==> src/rtl/tcp_retx_scheduler.sv <==
// Retransmission-timeout scheduler: one RTO timer per port, a pending set of expired
// ports, and round-robin sharing of a single retransmit engine.
`timescale 1ns/1ps
module tcp_retx_scheduler #(
  parameter int PORT_NUM  = 4,
  parameter int TIMER_W   = 16,
  parameter int MAX_RETRY = 3,
  localparam int PW = (PORT_NUM > 1) ? $clog2(PORT_NUM) : 1,
  localparam int RW = $clog2(MAX_RETRY + 1)
) (
  input  logic                clk,
  input  logic                rst,
  input  logic                tick_i,
  input  logic [TIMER_W-1:0]  rto_i,
  input  logic [PORT_NUM-1:0] unack_i,
  input  logic [PORT_NUM-1:0] ack_i,
  output logic                retx_req_o,
  output logic [PW-1:0]       retx_port_o,
  input  logic                retx_ack_i,
  input  logic                retx_done_i,
  output logic [PORT_NUM-1:0] pend_o,
  output logic [PORT_NUM-1:0] abort_o,
  output logic                busy_o
);

  typedef enum logic [1:0] {IDLE, REQ, SERV} state_t;

  state_t              state, state_nxt;
  logic [TIMER_W-1:0]  timer [PORT_NUM];
  logic [RW-1:0]       retry [PORT_NUM];
  logic [PORT_NUM-1:0] pend, abort_q;
  logic [PORT_NUM-1:0] in_serv, hold, expire, done_p, withdraw;
  logic [PW-1:0]       last_port, port_q, sel_port;
  logic                sel_found;
  logic [TIMER_W-1:0]  rto_eff;

  assign rto_eff     = (rto_i == '0) ? TIMER_W'(1) : rto_i;
  assign retx_req_o  = (state == REQ);
  assign busy_o      = (state != IDLE);
  assign retx_port_o = port_q;
  assign pend_o      = pend;
  assign abort_o     = abort_q;

  // Using >= lets a timer that overshot a freshly lowered rto_i expire on its next tick.
  always_comb begin
    in_serv  = '0;
    hold     = '0;
    expire   = '0;
    done_p   = '0;
    withdraw = '0;
    for (int p = 0; p < PORT_NUM; p++) begin
      in_serv[p]  = (state == SERV) && (port_q == PW'(p));
      hold[p]     = !unack_i[p] || ack_i[p] || pend[p] || in_serv[p];
      expire[p]   = tick_i && !hold[p] && (timer[p] >= rto_eff - TIMER_W'(1));
      done_p[p]   = in_serv[p] && retx_done_i;
      withdraw[p] = (ack_i[p] || !unack_i[p]) && !in_serv[p];
    end
  end

  always_comb begin
    sel_found = 1'b0;
    sel_port  = last_port;
    for (int i = 1; i <= PORT_NUM; i++) begin
      if (!sel_found && pend[(int'(last_port) + i) % PORT_NUM]) begin
        sel_found = 1'b1;
        sel_port  = PW'((int'(last_port) + i) % PORT_NUM);
      end
    end
  end

  always_comb begin
    state_nxt = state;
    case (state)
      IDLE: if (sel_found) state_nxt = REQ;
      REQ: begin
        if (retx_ack_i)
          state_nxt = SERV;
        else if (!pend[port_q] || ack_i[port_q] || !unack_i[port_q])
          state_nxt = IDLE;
      end
      SERV: if (retx_done_i) state_nxt = IDLE;
      default: state_nxt = IDLE;
    endcase
  end

  always_ff @(posedge clk) begin
    if (rst) begin
      state     <= IDLE;
      last_port <= PW'(PORT_NUM - 1);
      port_q    <= '0;
      pend      <= '0;
      abort_q   <= '0;
      for (int p = 0; p < PORT_NUM; p++) begin
        timer[p] <= '0;
        retry[p] <= '0;
      end
    end else begin
      state <= state_nxt;
      if (state == IDLE && sel_found) begin
        port_q    <= sel_port;
        last_port <= sel_port;
      end
      for (int p = 0; p < PORT_NUM; p++) begin
        if (hold[p] || expire[p])
          timer[p] <= '0;
        else if (tick_i)
          timer[p] <= timer[p] + TIMER_W'(1);

        if (done_p[p] || withdraw[p])
          pend[p] <= 1'b0;
        else if (expire[p] && retry[p] < RW'(MAX_RETRY))
          pend[p] <= 1'b1;

        abort_q[p] <= expire[p] && (retry[p] >= RW'(MAX_RETRY));

        // A fresh ACK always wins, even against a coincident done.
        if (ack_i[p])
          retry[p] <= '0;
        else if (done_p[p]) begin
          if (retry[p] < RW'(MAX_RETRY))
            retry[p] <= retry[p] + RW'(1);
        end else if (expire[p] && retry[p] >= RW'(MAX_RETRY))
          retry[p] <= '0;
      end
    end
  end

endmodule

==> config.mk <==
export PLATFORM = sky130hd
export DESIGN_NAME = tcp_retx_scheduler
export DESIGN_NICKNAME = d
export VERILOG_FILES = /design/src/rtl/tcp_retx_scheduler.sv
export SDC_FILE = /design/constraint.sdc
export NUM_CORES = 1
export LEC_CHECK = 0
export BUFFER_PORTS_ARGS = -buffer_cell sky130_fd_sc_hd__buf_2
export CAP_MARGIN = 20
export CORE_MARGIN = 3
export CORE_UTILIZATION = 55
export DETAILED_ROUTE_END_ITERATION = 16
export PLACE_DENSITY = 0.84
export SLEW_MARGIN = 20
export SYNTH_ARGS = -nofsm -noshare
export SYNTH_HDL_FRONTEND = slang
export SYNTH_SLANG_ARGS = --single-unit
==> constraint.sdc <==
create_clock -name clk -period 5.1 [get_ports clk]
set_input_delay 0 -clock clk [delete_from_list [all_inputs] [get_ports clk]]
set_output_delay 0 -clock clk [all_outputs]
set_load 0.1 [all_outputs]
=== Word level (Yosys, flattened, before mapping) ===
Memories as Yosys holds them, arrays and structs flattened.
Index checks and enable logic that the tools add are counted.

* Logic and storage cells: 287
* Memories: 2
* Input bits: 29
* RAM bits: 72
* Output and inout port bits: 12
* Flip-flop bits (word level): 14

{| class="wikitable"
|+ Memory list
! memory !! depth !! bits a word !! read ports !! clocked after Yosys merged registers in !! wr ports !! RTL line !! text
|-
| timer || 4 || 16 || 4 || 0 || 4 || 29 || <nowiki>logic [TIMER_W-1:0] timer [PORT_NUM];</nowiki>
|-
| retry || 4 || 2 || 4 || 0 || 4 || 30 || <nowiki>logic [RW-1:0] retry [PORT_NUM];</nowiki>
|}

* Add/sub/neg operators: 13
* Bitwise gates (word level): 24
* Reduce and logical (&&, ||, !) cells: 84
* Equality and inequality tests: 8
* Muxes and demuxes: 131
* $lt $le $gt $ge: 17

{| class="wikitable"
|+ Operators with widths
! kind !! count
|-
| $mux 16 || 9
|-
| $mux 1 || 94
|-
| $add 16x1->16 const B || 4
|-
| $ge 16x16->1 || 4
|-
| $mux 2 || 20
|-
| $logic_and 1x1->1 || 32
|-
| $logic_or 1x1->1 || 22
|-
| $or 1x1->1 || 20
|-
| $logic_not 1->1 || 17
|-
| $logic_not 16->1 || 1
|-
| $lt 3x4->1 const B || 4
|-
| $reduce_or 2->1 || 8
|-
| $sub 16x1->16 const B || 1
|-
| $bmux 1 s2 || 7
|-
| $add 2x1->2 const B || 6
|-
| $ge 2x2->1 const B || 4
|-
| $lt 2x2->1 const B || 4
|-
| $eq 2x2->1 const B || 3
|-
| $pmux 2 s3 || 1
|-
| $add 2x2->2 const B || 2
|-
| $and 1x1->1 const A || 4
|-
| $eq 2x1->1 const B || 2
|-
| $logic_not 2->1 || 2
|-
| $ne 2x2->1 const B || 2
|-
| 4 further kinds || 4
|}

=== Logic depth before layout (Yosys ltp) ===
Gate-level depths: netlist (run 1).

* Depth in word-level cells: 18
* Gate-level depth with buffers: 17
* Mapped depth without buffers: 16

=== Worst setup path before layout (run 1) ===
Ideal clock, no wire load.

* Kind: input port to flip-flop
* Start: input rto_i[9]
* End: memory timer[1][10] (data pin)
* Required time: 4.846 ns
* Path slack: 1.405 ns
* Path buffers: 1
* Library setup time: 0.254 ns
* Arrival time: 3.441 ns
* Stages: 16
* Cell sequence: or4_1 > nor4_1 > and2_1 > a21oi_1 > ha_1 > nor3b_1 > nand2_1 > nor3_1 > xnor2_1 > ha_1 > nand4_1 > or4_1 > o211ai_1 > nand3b_1 > buf_4 > nor2_1

{| class="wikitable"
|+ RTL lines
! what !! RTL line !! text
|-
| start, declared || 14 || <nowiki>input logic [TIMER_W-1:0] rto_i,</nowiki>
|-
| end, declared || 29 ||
|}

==> results of run 1 <==
==> cell type report <==
cell class,instances,area share
Timing Repair Buffer,48,0.04016
Inverter,25,0.01357
Sequential cell,86,0.3531
Tap cell,140,0.02533
Clock buffer,15,0.04034
Multi-Input combinational cell,513,0.5268
Clock inverter,1,0.0007236
==> power by group <==
part	total, W	switching [W]	internal (W)
Combinational	0.000176	0.000105	0.0000713
Clock	0.000649	0.000275	0.000373
Sequential	0.000797	0.0000223	0.000775
Total	0.00162	0.000402	0.00122
==> worst min-delay path by stage <==
stage               start     endpoint  slack [ns]  cells past startpoint
3_3_place_gp   retx_ack_i     state[1]        0.25                      3
2_1_floorplan  retx_ack_i     state[1]        0.14                      2
5_1_grt          ack_i[3]  retry[3][1]        0.10                      3
3_5_place_dp   retx_ack_i     state[1]        0.28                      3
6_report         ack_i[3]  retry[3][0]        0.08                      3
4_1_cts          ack_i[3]    pend_o[3]        0.07                      4
==> sequential cells by signal (all words and copies together), names as in the netlist <==
| name | count |
|---|---|
| timer | 64 |
| retx_port_o | 2 |
| pend_o | 4 |
| abort_o | 4 |
| state | 2 |
| retry | 8 |
| last_port | 2 |
==> metrics by stage <==
step           instances    util
2_1_floorplan        636       -
3_3_place_gp         805  0.5975
3_5_place_dp         805  0.5975
4_1_cts              828  0.6298
5_1_grt              828  0.6298
6_report             828  0.6298
==> kinds of logic after synthesis <==
| family | share of synthesized area |
|---|---|
| and+or+nand+nor | 0.2352 |
| AOI/OAI and AO/OA | 0.1002 |
| DFF | 0.3913 |
| adders and majority gates | 0.1464 |
| xor gates and xnor gates | 0.09543 |
| buffers and inverters | 0.02486 |
| muxes | 0.006616 |
==> routing by layer <==
| metal | vias up | part of all wire | track usage |
|---|---|---|---|
| met5 | - | 0 | 0 |
| met4 | 0 | 0.026 | 0.1074 |
| met3 | 31 | 0.069 | 0.04313 |
| met2 | 190 | 0.47 | 0.3917 |
| met1 | 2416 | 0.44 | 0.3164 |
| li1 | 2430 | - | - |
==> repair_timing <==
action,in CTS,in global routing
setup buffers,0,0
endpoints found under the hold margin,8,0
hold buffers,7,0
==> cell usage in the layout, fill, tap and decap left out, types with 4 or more instances in the layout <==
cell type,synthesis,final
sky130_fd_sc_hd__nor2_1,98,98
sky130_fd_sc_hd__ha_1,73,73
sky130_fd_sc_hd__edfxtp_1,72,72
sky130_fd_sc_hd__nand2_1,40,40
sky130_fd_sc_hd__buf_2,4,40
sky130_fd_sc_hd__xnor2_1,34,34
sky130_fd_sc_hd__xor2_1,34,34
sky130_fd_sc_hd__nand3_1,34,34
sky130_fd_sc_hd__a21oi_1,32,32
sky130_fd_sc_hd__inv_1,25,25
sky130_fd_sc_hd__nand4_1,23,23
sky130_fd_sc_hd__dfxtp_1,14,14
sky130_fd_sc_hd__and3_1,13,13
sky130_fd_sc_hd__nor3_1,11,11
sky130_fd_sc_hd__nand2b_1,11,11
sky130_fd_sc_hd__clkbuf_16,0,10
sky130_fd_sc_hd__o21ai_0,9,9
sky130_fd_sc_hd__nor2b_1,8,8
sky130_fd_sc_hd__nor2_4,8,8
sky130_fd_sc_hd__nor4_1,7,7
sky130_fd_sc_hd__a21o_1,7,7
sky130_fd_sc_hd__a211oi_1,7,7
sky130_fd_sc_hd__dlygate4sd3_1,0,7
sky130_fd_sc_hd__nor3b_1,4,4
sky130_fd_sc_hd__o21a_1,4,4
sky130_fd_sc_hd__and4_1,4,4
sky130_fd_sc_hd__clkbuf_1,6,4
==> worst max-delay path, stage by stage <==
cell                       delay [ns]
sky130_fd_sc_hd__buf_2           0.13
sky130_fd_sc_hd__or4_1           0.60
sky130_fd_sc_hd__nor4_1          0.38
sky130_fd_sc_hd__and2_1          0.27
sky130_fd_sc_hd__a21oi_1         0.17
sky130_fd_sc_hd__ha_1            0.25
sky130_fd_sc_hd__nor3b_1         0.19
sky130_fd_sc_hd__nand2_1         0.15
sky130_fd_sc_hd__nor2_1          0.08
sky130_fd_sc_hd__xnor2_1         0.49
sky130_fd_sc_hd__ha_1            0.25
sky130_fd_sc_hd__nand4_1         0.12
sky130_fd_sc_hd__or4_1           0.52
sky130_fd_sc_hd__o211ai_1        0.25
sky130_fd_sc_hd__nand3b_1        0.51
sky130_fd_sc_hd__nor2_1          0.12
==> results.toml, run 1 <==
[placement]
port_buffers = 40
dpl_worst_slack_ns = 0.3815
post_dp_area_sq_um = 6563
hpwl_mm = 10.77
finalWeightedCongestion = 0.8979

[setup_path]
path_class = "in -> reg"
required_ns = 5.18
crit-reg2reg-capture = "timer[0][6]"
critical_path_arrival_ns = 4.48
crit_path_end_kind = "flip-flop"
critical_path.reg2reg.startpoint = "timer[0][0]"
worstSetupStartpointType = "input port"
crit_path_from = "rto_i[9]"
critical_path_peak_fanout = 16
worst-r2r-setup-slack_ns = 2.38
worst-r2r-cell-count = 8
timing.critical_path.to = "timer[1][9]"

[logic_synthesis]
mappedNetlistArea_sq_um = 6241
postSynthNetCount = 738
most_instantiated_cells_after_synthesis = "98 x sky130_fd_sc_hd__nor2_1, 73 x sky130_fd_sc_hd__ha_1, 72 x sky130_fd_sc_hd__edfxtp_1"
synth_area_leader_cell = "sky130_fd_sc_hd__edfxtp_1"
synth_async_sr_flop_share = 0
flop_and_latch_count_out_of_synthesis = 86
synth_cell_type_count = 63
synthFlopType = "sky130_fd_sc_hd__edfxtp_1"
count_of_mapped_cells_out_of_synthesis = 636
synth.most_common_cell = "sky130_fd_sc_hd__nor2_1"
yosys.area.top_type_share = 0.3464
syn-mean-instance-area_sq_um = 9.813
share_of_synthesized_area_occupied_by_flip_flops_and_latches = 0.3913
synth_top_cells_by_area = "sky130_fd_sc_hd__edfxtp_1 35%, sky130_fd_sc_hd__ha_1 15%, sky130_fd_sc_hd__nor2_1 5.9%"
synth-edff-count = 72
yosysWarnings = 0

[layout]
multi_input_area_sq_um = 3643
layout.filler_cells = 878
finalNetCount = 785
syn2layout_area_growth_pct = 10.83
antennaDiodeCount = 0
fin_area_sq_um = 6917
drive_gt1_frac = 0.1047
area.sequential_sq_um = 2442

[power]
report.power.total_w = 0.001622
cellPowerDensity_nw_per_um2 = 234.5
power.leakage_nw = 2.737
vdd_ir_drop_max_v = 0.0001974

[global_routing]
first_global_vias = 5036
maximum_number_of_pins_on_one_net_before_global_route_repair = 17
number_of_antenna_violations_at_the_first_check_in_global_routing = 0
grt_overflow = 0
global_route.usage.total = 0.2413
grt_pass1_wl_mm = 24.48

[sta]
setup_violations = 0
final_critical_path_setup_slack_ns = 0.6941
period_needed_ns = 4.406
actual_transition_at_the_worst_max_transition_pin_ns = 0.8903
maxSlewHeadroom = 0.3987
clock.fmax_mhz = 227.0
drv_slew = 0
final.hold.worst_slack_ns = 0.08152
finalCritPeriodShare = 0.8639
grt_setup_unrepaired = "false"
hold_viol = 0
finClkSkew_ns = 0.01386
setup_tns_ns = 0

[drt]
drt_drc_violations_left = 0
finalWirelength_mm = 14.61
drt_iter0_markers = 488
drtPass1Iterations = 6
via_per_instance_ratio = 6.120
routedWlPerCell_um = 17.65
via_count = 5067
route.antenna.remaining_nets = 0

[floorplan]
std_cell_rows = 38
fp.coreArea_sq_um = 10980
die_w_um = 112.5
start_util = 0.5682
die_h_um = 112.5
die_area_sq_um = 12660
top_level_pins = 41

[cts]
worstSkewPairLatency_ns = 0.36
cts.sinks = 86
cts-htree-levels = 3
clockBufferDepth = 2
cts_resized = 0
tritoncts.num_buffers = 9
clock_transition_at_the_registers_of_the_reported_paths_ns = 0.06
cts_tree = "done"
clock_tree.root_cell = "sky130_fd_sc_hd__clkbuf_16"

[job]
max-cap-violations = 0

[worst_hold_path]
hold_path_class = "in -> reg"

[outcome]
status = "finished, final reports clean"
Note: power is estimated with default switching activity, not from simulation.
==> run 2, diff against run 1 <==
--- a/config.mk
+++ b/config.mk
@@ -8,9 +8,10 @@
 export BUFFER_PORTS_ARGS = -buffer_cell sky130_fd_sc_hd__buf_2
 export CAP_MARGIN = 20
 export CORE_MARGIN = 3
-export CORE_UTILIZATION = 55
+export CORE_UTILIZATION = 62
 export DETAILED_ROUTE_END_ITERATION = 16
-export PLACE_DENSITY = 0.84
+export MAX_ROUTING_LAYER = met4
+export PLACE_DENSITY = 0.92
 export SLEW_MARGIN = 20
 export SYNTH_ARGS = -nofsm -noshare
 export SYNTH_HDL_FRONTEND = slang
==> run 2 against run 1 <==
Clock-buffer cell count decreased by 3. Sequential power about the same. Final cell count down 1.2%.
==> results.toml, run 2 (synthesis gave the netlist of run 1 again) <==
[placement]
hpwl_mm = 11.12
finalWeightedCongestion = 0.9718
dpl_worst_slack_ns = 0.3856
port_buffers = 40
place_inst = 794

[layout]
number_of_flip_flops_under_the_largest_register_name = 64
layout.cells.most_common_list = "98 x sky130_fd_sc_hd__nor2_1, 73 x sky130_fd_sc_hd__ha_1, 72 x sky130_fd_sc_hd__edfxtp_1"
syn2layout_area_growth_pct = 9.463
largest_registers = "timer x64, retry x8"
utilization = 0.7189
final_cells = 818
drive_gt1_frac = 0.1090
most_frequent_standard_cell_in_the_layout_excluding_fill_and_tap_cells = "sky130_fd_sc_hd__nor2_1"
finalNetCount = 785
regMostFlops = "timer"

[drt]
drtPass1Iterations = 5
drt_drc_violations_left = 0
drt_iter0_markers = 442
finalWirelength_mm = 15.19
route.antenna.remaining_nets = 0
via_per_instance_ratio = 6.392
via_count = 5229
routedWlPerCell_um = 18.57

[setup_path]
critical_path_peak_fanout = 16
required_ns = 5.20
critical_path_arrival_ns = 4.57
worst-r2r-setup-slack_ns = 2.38
worstSetupStartpointType = "input port"
crit_path_end_kind = "flip-flop"
path_class = "in -> reg"
worst-r2r-cell-count = 8
crit-reg2reg-capture = "timer[0][4]"
path_cells = "buf_2 > or4_1 > nor4_1 > and2_1 > a21oi_1 > ha_1 > nor3b_1 > nand2_1 > nor2_1 > xnor2_1 > ha_1 > nand4_1 > or4_1 > o211ai_1 > nand3b_1 > nor2_1"
critical_path.reg2reg.startpoint = "timer[0][0]"
worst-path-buf-inv = 1
path_delay_family = "simple AND/OR/NAND/NOR gates"
cp_slowest_stage_delay_ns = 0.60
crit_path_top_delay_cell = "sky130_fd_sc_hd__or4_1"

[power]
cellPowerDensity_nw_per_um2 = 219.6
vdd_ir_drop_max_v = 0.0001058
power.leakage_nw = 2.701
report.power.total_w = 0.001500

[sta]
drv_slew = 0
period_needed_ns = 4.470
final_critical_path_setup_slack_ns = 0.6299
maxSlewHeadroom = 0.3878
hold_viol = 0
setup_violations = 0
clock.fmax_mhz = 223.7
grt_setup_unrepaired = "false"
finClkSkew_ns = 0.01164
actual_transition_at_the_worst_max_transition_pin_ns = 0.9064
finalCritPeriodShare = 0.8765
setup_tns_ns = 0

[worst_hold_path]
holdPathStages = 3
min_delay_worst_endpoint = "retry[3][1]"
hold_path_class = "in -> reg"
hold_start = "ack_i[3]"

[global_routing]
grt_overflow = 0
maximum_number_of_pins_on_one_net_before_global_route_repair = 17
global_route.usage.total = 0.2814
first_global_vias = 5188
grt_pass1_wl_mm = 24.77
number_of_antenna_violations_at_the_first_check_in_global_routing = 0

[floorplan]
std_cell_rows = 35
die_w_um = 106.3
die_area_sq_um = 11310
die_h_um = 106.3
top_level_pins = 41
fp.coreArea_sq_um = 9503
start_util = 0.6567

[cts]
clock_transition_at_the_registers_of_the_reported_paths_ns = 0.10
cts.sinks = 86
worstSkewPairLatency_ns = 0.37
clockBufferDepth = 2
cts_tree = "done"
tritoncts.num_buffers = 9
cts-htree-levels = 3
clock_tree.root_cell = "sky130_fd_sc_hd__clkbuf_8"

[outcome]
status = "finished, final reports clean"

[job]
max-cap-violations = 0
run 2: changes by cell type in the layout (fill, tap and decap cells not counted), sizes merged:
cell and delta:
diode +1, bufinv +1, clkinv +1, clkbuf -3
clkinvlp +1
run 2: worst min-delay path, delay by kind of cell:
kind | cells | cell delay, ns
AOI/OAI and AO/OA | 2 | 0.18
buffers and inverters | 1 | 0.11
run 2: how the worst max path moves through the flow:
| stage | slack (ns) | cells after the start | startpoint | to |
|---|---|---|---|---|
| 2_1_floorplan | 1.40 | 16 | rto_i[9] | timer[1][10] |
| 3_3_place_gp | 0.71 | 16 | rto_i[9] | timer[1][9] |
| 3_5_place_dp | 0.39 | 16 | rto_i[9] | timer[1][15] |
| 4_1_cts | 0.74 | 16 | rto_i[9] | timer[1][15] |
| 5_1_grt | 0.38 | 16 | rto_i[9] | timer[1][15] |
| 6_report | 0.63 | 16 | rto_i[9] | timer[1][15] |
run 2: per-stage QoR:
stage               hold slack, ns  instance area [sq um]
floorplan                   0.1389                   6241
global placement            0.2574                   6549
detailed placement          0.2691                   6549
CTS                        0.04731                   6829
global route               0.06759                   6829
finish                     0.05764                   6832
run 2: layout make-up:
class | count | area [sq um]
clock buffer | 12 | 155.1
tap | 129 | 161.4
clock inverter | 4 | 55.05
antenna | 1 | 2.502
inverter | 25 | 93.84
fill | 659 | 2671
multi-input combinational | 513 | 3643
timing repair buffer | 48 | 277.8
sequential | 86 | 2442
run 2: timing repair:
| action | 4_1_cts | 5_1_grt |
|---|---|---|
| hold buffers | 7 | 0 |
| endpoints found under the hold margin | 8 | 0 |
| setup buffers | 0 | 0 |
| resized for setup | 0 | 0 |
run 2: report_power, final:
part / switching (W) / internal (W) / total, W
logic: 0.000108 / 0.0000727 / 0.000181
registers: 0.0000225 / 0.000774 / 0.000796
clock network: 0.000267 / 0.000256 / 0.000523
run 2: per-layer routing:
metal / vias up / global-route usage / share of wire
li1: 2435 / - / -
met1: 2493 / 0.3568 / 0.42
met2: 249 / 0.4606 / 0.47
met3: 52 / 0.03461 / 0.077
met4: 0 / 0.1129 / 0.033
met5: - / - / 0
